**src/rtl/vram_pkg.sv**
```systemverilog
// Shared definitions for the VRAM command scheduler: decoder opcodes,
// bulk-job encoding and the scheduler state enum.
package vram_pkg;

  localparam logic [7:0]  OP_CLM      = 8'd250;
  localparam logic [7:0]  OP_LOAD_BUF = 8'd252;
  localparam logic [7:0]  OP_LOAD_PAL = 8'd244;

  // Last sweep index of a LOAD job: 64 columns x 32 rows.
  localparam logic [12:0] LOAD_LAST   = 13'd2047;

  typedef enum logic [1:0] {
    JOB_CLM      = 2'd0,
    JOB_LOAD_BUF = 2'd1,
    JOB_LOAD_PAL = 2'd2,
    JOB_RSVD     = 2'd3
  } job_op_e;

  typedef enum logic [1:0] {
    ST_IDLE = 2'd0,
    ST_CLM  = 2'd1,
    ST_LOAD = 2'd2,
    ST_DONE = 2'd3
  } state_e;

  // Opcodes that only the bulk-job sequencer may issue while a job runs.
  function automatic logic is_job_opcode(input logic [7:0] op);
    return (op == OP_CLM) || (op == OP_LOAD_BUF) || (op == OP_LOAD_PAL);
  endfunction

endpackage

```
**src/rtl/vram_sweep_counter.sv**
```systemverilog
// 13-bit job index counter shared by CLM (linear address = base + index)
// and LOAD (index split into column x and fast row y).
module vram_sweep_counter (
  input  logic        clk,
  input  logic        rst_n,
  input  logic        load_i,
  input  logic        clr_i,
  input  logic        inc_i,
  input  logic [12:0] base_i,
  input  logic [12:0] last_i,
  output logic [12:0] addr_o,
  output logic [5:0]  x_o,
  output logic [4:0]  y_o,
  output logic        tc_o
);

  logic [12:0] cnt_q;
  logic [12:0] base_q;
  logic [12:0] last_q;

  // Index register: clear on abort, restart on job load, step per issued command.
  always_ff @(posedge clk or negedge rst_n) begin
    if (!rst_n) begin
      cnt_q  <= '0;
      base_q <= '0;
      last_q <= '0;
    end else if (clr_i) begin
      cnt_q  <= '0;
      base_q <= '0;
      last_q <= '0;
    end else if (load_i) begin
      cnt_q  <= '0;
      base_q <= base_i;
      last_q <= last_i;
    end else if (inc_i) begin
      cnt_q  <= cnt_q + 13'd1;
    end
  end

  // 13-bit sum wraps modulo 8192, which is the intended CLM address wrap.
  assign addr_o = base_q + cnt_q;
  assign y_o    = cnt_q[4:0];
  assign x_o    = cnt_q[10:5];
  assign tc_o   = (cnt_q == last_q);

endmodule

```
**src/rtl/vram_cmd_scheduler.sv**
```systemverilog
// Arbiter/sequencer sharing the decoder command port between CPU commands
// and the CLM / LOAD_BUF / LOAD_PAL bulk jobs.
module vram_cmd_scheduler
  import vram_pkg::*;
#(
  parameter int BURST = 16
) (
  input  logic        clk,
  input  logic        rst_n,
  input  logic        cpu_valid,
  input  logic [23:0] cpu_cmd,
  output logic        cpu_ready,
  input  logic        job_start,
  input  logic [1:0]  job_op,
  input  logic [12:0] job_base,
  input  logic [13:0] job_len,
  input  logic        job_abort,
  input  logic        data_valid,
  input  logic [7:0]  data,
  output logic        data_ready,
  output logic        start,
  output logic [23:0] in,
  output logic [5:0]  clearx,
  output logic [4:0]  cleary,
  output logic        busy,
  output logic        done
);

  localparam int BW = $clog2(BURST + 1);

  state_e        state_q;
  job_op_e       op_q;
  logic [BW-1:0] burst_q, burst_d;
  logic          start_q, busy_q, done_q;
  logic [23:0]   in_q;
  logic [5:0]    clearx_q;
  logic [4:0]    cleary_q;

  logic          start_ok, cnt_load, cnt_clr;
  logic [12:0]   cnt_base, cnt_last, sw_addr;
  logic [5:0]    sw_x;
  logic [4:0]    sw_y;
  logic          sw_tc;
  logic          job_work, cpu_hold, fair_stall, job_issue, cpu_fire;
  logic          cpu_ready_c, data_ready_c;
  logic [23:0]   job_word;

  assign start_ok = job_start && (job_op != JOB_RSVD);
  assign cnt_load = (state_q == ST_IDLE) && start_ok;
  assign cnt_clr  = job_abort && (state_q != ST_IDLE);
  assign cnt_base = (job_op == JOB_CLM) ? job_base : 13'd0;
  // job_len = 8192 has [12:0] = 0, so the subtraction wraps to 8191 as needed.
  assign cnt_last = (job_op == JOB_CLM) ? (job_len[12:0] - 13'd1) : LOAD_LAST;

  vram_sweep_counter u_sweep (
    .clk    (clk),
    .rst_n  (rst_n),
    .load_i (cnt_load),
    .clr_i  (cnt_clr),
    .inc_i  (job_issue),
    .base_i (cnt_base),
    .last_i (cnt_last),
    .addr_o (sw_addr),
    .x_o    (sw_x),
    .y_o    (sw_y),
    .tc_o   (sw_tc)
  );

  // Per-cycle arbitration: job first, CPU on any free slot, burst limit for fairness.
  always_comb begin
    job_work     = (state_q == ST_CLM) || ((state_q == ST_LOAD) && data_valid);
    cpu_hold     = (state_q != ST_IDLE) && is_job_opcode(cpu_cmd[23:16]);
    fair_stall   = job_work && cpu_valid && !cpu_hold && (burst_q == BW'(BURST));
    job_issue    = job_work && !fair_stall;
    cpu_ready_c  = rst_n && !job_issue && !cpu_hold;
    data_ready_c = rst_n && (state_q == ST_LOAD) && !fair_stall;
    cpu_fire     = cpu_valid && cpu_ready_c;

    burst_d = burst_q;
    if ((state_q == ST_IDLE) || !cpu_valid || cpu_fire) begin
      burst_d = '0;
    end else if (job_issue && !cpu_hold) begin
      burst_d = burst_q + BW'(1);
    end

    job_word = {OP_CLM, 3'b000, sw_addr};
    if (state_q == ST_LOAD) begin
      if (op_q == JOB_LOAD_PAL) begin
        job_word = {OP_LOAD_PAL, 12'h000, data[3:0]};
      end else begin
        job_word = {OP_LOAD_BUF, 8'h00, data};
      end
    end
  end

  // Job FSM with registered command port, sweep coordinates and status.
  always_ff @(posedge clk or negedge rst_n) begin
    if (!rst_n) begin
      state_q  <= ST_IDLE;
      op_q     <= JOB_CLM;
      burst_q  <= '0;
      start_q  <= 1'b0;
      in_q     <= '0;
      clearx_q <= '0;
      cleary_q <= '0;
      busy_q   <= 1'b0;
      done_q   <= 1'b0;
    end else begin
      burst_q <= burst_d;
      start_q <= job_issue || cpu_fire;
      if (job_issue) begin
        in_q     <= job_word;
        clearx_q <= sw_x;
        cleary_q <= sw_y;
      end else if (cpu_fire) begin
        in_q     <= cpu_cmd;
      end

      case (state_q)
        ST_IDLE: begin
          done_q <= 1'b0;
          if (start_ok) begin
            op_q <= job_op_e'(job_op);
            if ((job_op == JOB_CLM) && (job_len == 14'd0)) begin
              // Empty clear: pulse done straight away, never become busy.
              state_q <= ST_DONE;
              done_q  <= 1'b1;
            end else begin
              state_q <= (job_op == JOB_CLM) ? ST_CLM : ST_LOAD;
              busy_q  <= 1'b1;
            end
          end
        end
        ST_CLM, ST_LOAD: begin
          if (job_abort) begin
            state_q <= ST_IDLE;
            busy_q  <= 1'b0;
          end else if (job_issue && sw_tc) begin
            // Stay busy while the last command is on the port.
            state_q <= ST_DONE;
          end
        end
        ST_DONE: begin
          // Normal end pulses done now; the empty-clear path already pulsed.
          state_q <= ST_IDLE;
          busy_q  <= 1'b0;
          done_q  <= job_abort ? 1'b0 : !done_q;
        end
        default: state_q <= ST_IDLE;
      endcase
    end
  end

  assign cpu_ready  = cpu_ready_c;
  assign data_ready = data_ready_c;
  assign start      = start_q;
  assign in         = in_q;
  assign clearx     = clearx_q;
  assign cleary     = cleary_q;
  assign busy       = busy_q;
  assign done       = done_q;

endmodule

```
**config.mk**
```make
export PLATFORM = sky130hd
export DESIGN_NAME = vram_cmd_scheduler
export DESIGN_NICKNAME = d
export VERILOG_FILES = /design/src/rtl/vram_pkg.sv /design/src/rtl/vram_sweep_counter.sv /design/src/rtl/vram_cmd_scheduler.sv
export SDC_FILE = /design/constraint.sdc
export NUM_CORES = 1
export LEC_CHECK = 0
export BUFFER_PORTS_ARGS = -buffer_cell sky130_fd_sc_hd__buf_2
export CORE_MARGIN = 1.5
export CORE_UTILIZATION = 45
export CTS_CLUSTER_SIZE = 10
export DETAILED_ROUTE_END_ITERATION = 10
export HOLD_SLACK_MARGIN = 0.15
export PLACE_DENSITY = 0.76
export SLEW_MARGIN = 0
export SYNTH_ARGS = -nofsm -noshare
export SYNTH_HDL_FRONTEND = slang
export SYNTH_SLANG_ARGS = --single-unit
```
**constraint.sdc**
```tcl
create_clock -name clk -period 4 [get_ports clk]
set_clock_uncertainty 0.2 [all_clocks]
set_input_delay 1 -clock clk [delete_from_list [all_inputs] [get_ports clk]]
set_output_delay 1 -clock clk [all_outputs]
set_load 0.02 [all_outputs]
```
==> results.toml <==
[setup_path]
r2r_cells = 7
crit_fanout = 8
cp_data_arrival_time_ns = 2.20
required_ns = 2.80
r2r_setup_slack_ns = 0.95
critPathLaunchType = "primary input"
critical_path_class = "primary input to primary output"
cp-end-kind = "primary output"
worstSetupStartpoint = "cpu_cmd[17]"
r2r-start = "u_sweep.cnt_q[0]"

[floorplanning]
die_area_sq_mm = 0.0117
design.core.area_sq_mm = 0.0108
start_util_pct = 46.2
die_h_microns = 108
rows = 38
die_w_microns = 108
ios = 107

[route]
drtAntennaViolNets = 0
avgViaCountPerCell = 5.73
vias = 4453
drc_errors = 0
drt-total-wl_mm = 13.2
detail_route.iter0.violations = 438
post_drt_wl_per_cell_microns = 17.0
first_pass_iters = 6

[sta]
setup_tns_ns = 0
setup_viol = 0
slew_violations = 0
period_share_pct = 85.1
slew_headroom_pct = 52.9
finalHoldViolations = 0
worstMarginPinSlew_ns = 0.689
finalCriticalPeriod_ns = 3.40
rsz0062_at_grt = "no"
fmax_ghz = 0.294

[yosys]
ys_async_sr_fraction_pct = 100
yosysMostFrequentCell = "nand2_1"
syn_area_per_cell_sq_um = 9.35
ys_ff_latch = 86
seq_area_frac_synth_pct = 43.2
synth_area_leaders = "dfrtp_1 (43%), nand2_1 (6.9%), ha_1 (5.0%)"
yosysWarnings = 0
synth_area_leader_cell = "dfrtp_1"
synth_flop_cell = "dfrtp_1"
synth_cell_types = 57
netlist_instances = 533
synth-edff-count = 0
syn_nets = 621
netlist.area_leader.share_pct = 43.2
syn_area_sq_mm = 0.00498
synthTopCellsByCount = "nand2_1 (91), dfrtp_1 (86), a21oi_1 (33)"

[pwr]
p_leak_nw = 2.94
power-per-cell-area_mw_per_mm2 = 572
power.total_mw = 3.35
vdd_drop_max_v = 0.000317

[clock_network]
cts_inserted_buffers = 9
htreeDepth = 3
post_cts_buffers = 0
clock_sink_count = 86
cts_resized = 0
cts_tree = "yes"
clk_latency_ns = 0.36
cts_buffer_depth = 2
cts_root_buf = "clkbuf_8"
path_clk_slew_ns = 0.08
holdBufCountCts = 0

[global_routing]
grt_pass1_vias = 4302
grt_max_degree = 56
overflow = 0
grt_pass1_wl_mm = 21.3
grt_usage_pct = 23.3
antenna_found_initial = 0

[placement]
io_buffers = 106
hpwl_mm = 9.90
place.gp.congestion = 0.863

[layout]
fill_cells = 976
drive_above_1_share_pct = 23.1
layout-area-overhead-vs-synth_pct = 17.5
layout.nets = 720
regArea_sq_mm = 0.00215
diodes = 0
multi_input_area_sq_mm = 0.00266

[job]
cap_viol_max_count = 0

[outcome]
status = "completed"

[hold_path]
hold_class = "primary input to async pin"
[layout make-up]
type,count,area share (%)
well taps,140,2.99
repair buffers,118,10.6
inverters,13,0.834
clock buffers,10,2.18
flip-flops and latches,86,36.8
multi-input cells,404,45.5
clock inverters,6,1.07
[placed cells by master (no fill, tap or decap), types with 6 or more instances in the layout]
cell,count
buf_2,105
nand2_1,91
dfrtp_1,86
a21oi_1,33
nor2_1,29
xnor2_1,21
ha_1,20
nand3_1,17
xor2_1,16
a22o_1,15
o21ai_0,14
inv_1,13
mux2i_1,13
buf_4,13
a21o_1,12
nand4_1,11
a31oi_1,11
clkbuf_8,9
o211ai_1,8
nor3_1,8
or3_1,6
nor2b_1,6
[sequential cells by signal, indices dropped and copies added (netlist names)]
signal          cells
in                 24
cleary              5
busy                1
start               1
op_q                2
u_sweep.base_q     13
burst_q             5
u_sweep.last_q     13
done                1
clearx              6
state_q             2
u_sweep.cnt_q      13
[report_power, final]
part	total, mW	internal (mW)	leakage [nW]	switching, mW
Combinational	1.46	0.550	1.73	0.906
Sequential	1.29	1.11	1.12	0.179
Clock	0.599	0.287	0.0883	0.313
[cells by family (layout without fill, tap and decap cells)]
| kind of cell | Yosys count | in the layout | share of synthesized area (%) |
|---|---|---|---|
| xor gates and xnor gates | 37 | 37 | 6.51 |
| DFF | 86 | 86 | 43.2 |
| and+or+nand+nor | 196 | 196 | 18.8 |
| adders and majority gates | 21 | 21 | 5.43 |
| AOI/OAI and AO/OA | 132 | 132 | 18.9 |
| muxes | 18 | 18 | 3.74 |
| buffers and inverters | 43 | 147 | 3.49 |
[routing by layer]
metal | wire, microns | global-route usage, % | vias up
met2 | 5990 | 37.4 | 189
met1 | 6120 | 32.1 | 2134
met3 | 781 | 3.74 | 26
li1 | - | - | 2104
met5 | 0 | 0 | -
met4 | 274 | 7.80 | 0
[critical path, cell delays in order]
cell and delay [ns]:
buf_2 0.13, nand2b_4 0.16, a2111oi_4 0.33, buf_4 0.22, o21a_1 0.16, nor2_1 0.06
buf_2 0.15
[worst paths after layout]
check | end
max | cpu_ready
min | u_sweep.cnt_q[9]
max reg2reg | in[10]
min reg2reg | cleary[4]
max in group asynchronous | u_sweep.base_q[4]
min in group clk | cleary[4]
[metrics by stage]
stage / cells / utilization (%) / setup slack, ns / hold WS [ns] / area, sq um
final: 777 / 54.2 / 0.596 / 0.265 / 5850
after global routing: 777 / 54.2 / 0.528 / 0.257 / 5850
after CTS: 777 / 54.2 / 0.592 / 0.262 / 5850
after detailed placement: 761 / 52.5 / 0.600 / 0.263 / 5660
after global placement: 761 / 52.5 / 0.619 / 0.258 / 5660
after floorplan: 533 / - / 0.394 / 0.269 / 4980
Note: power is estimated with default switching activity, not from simulation.
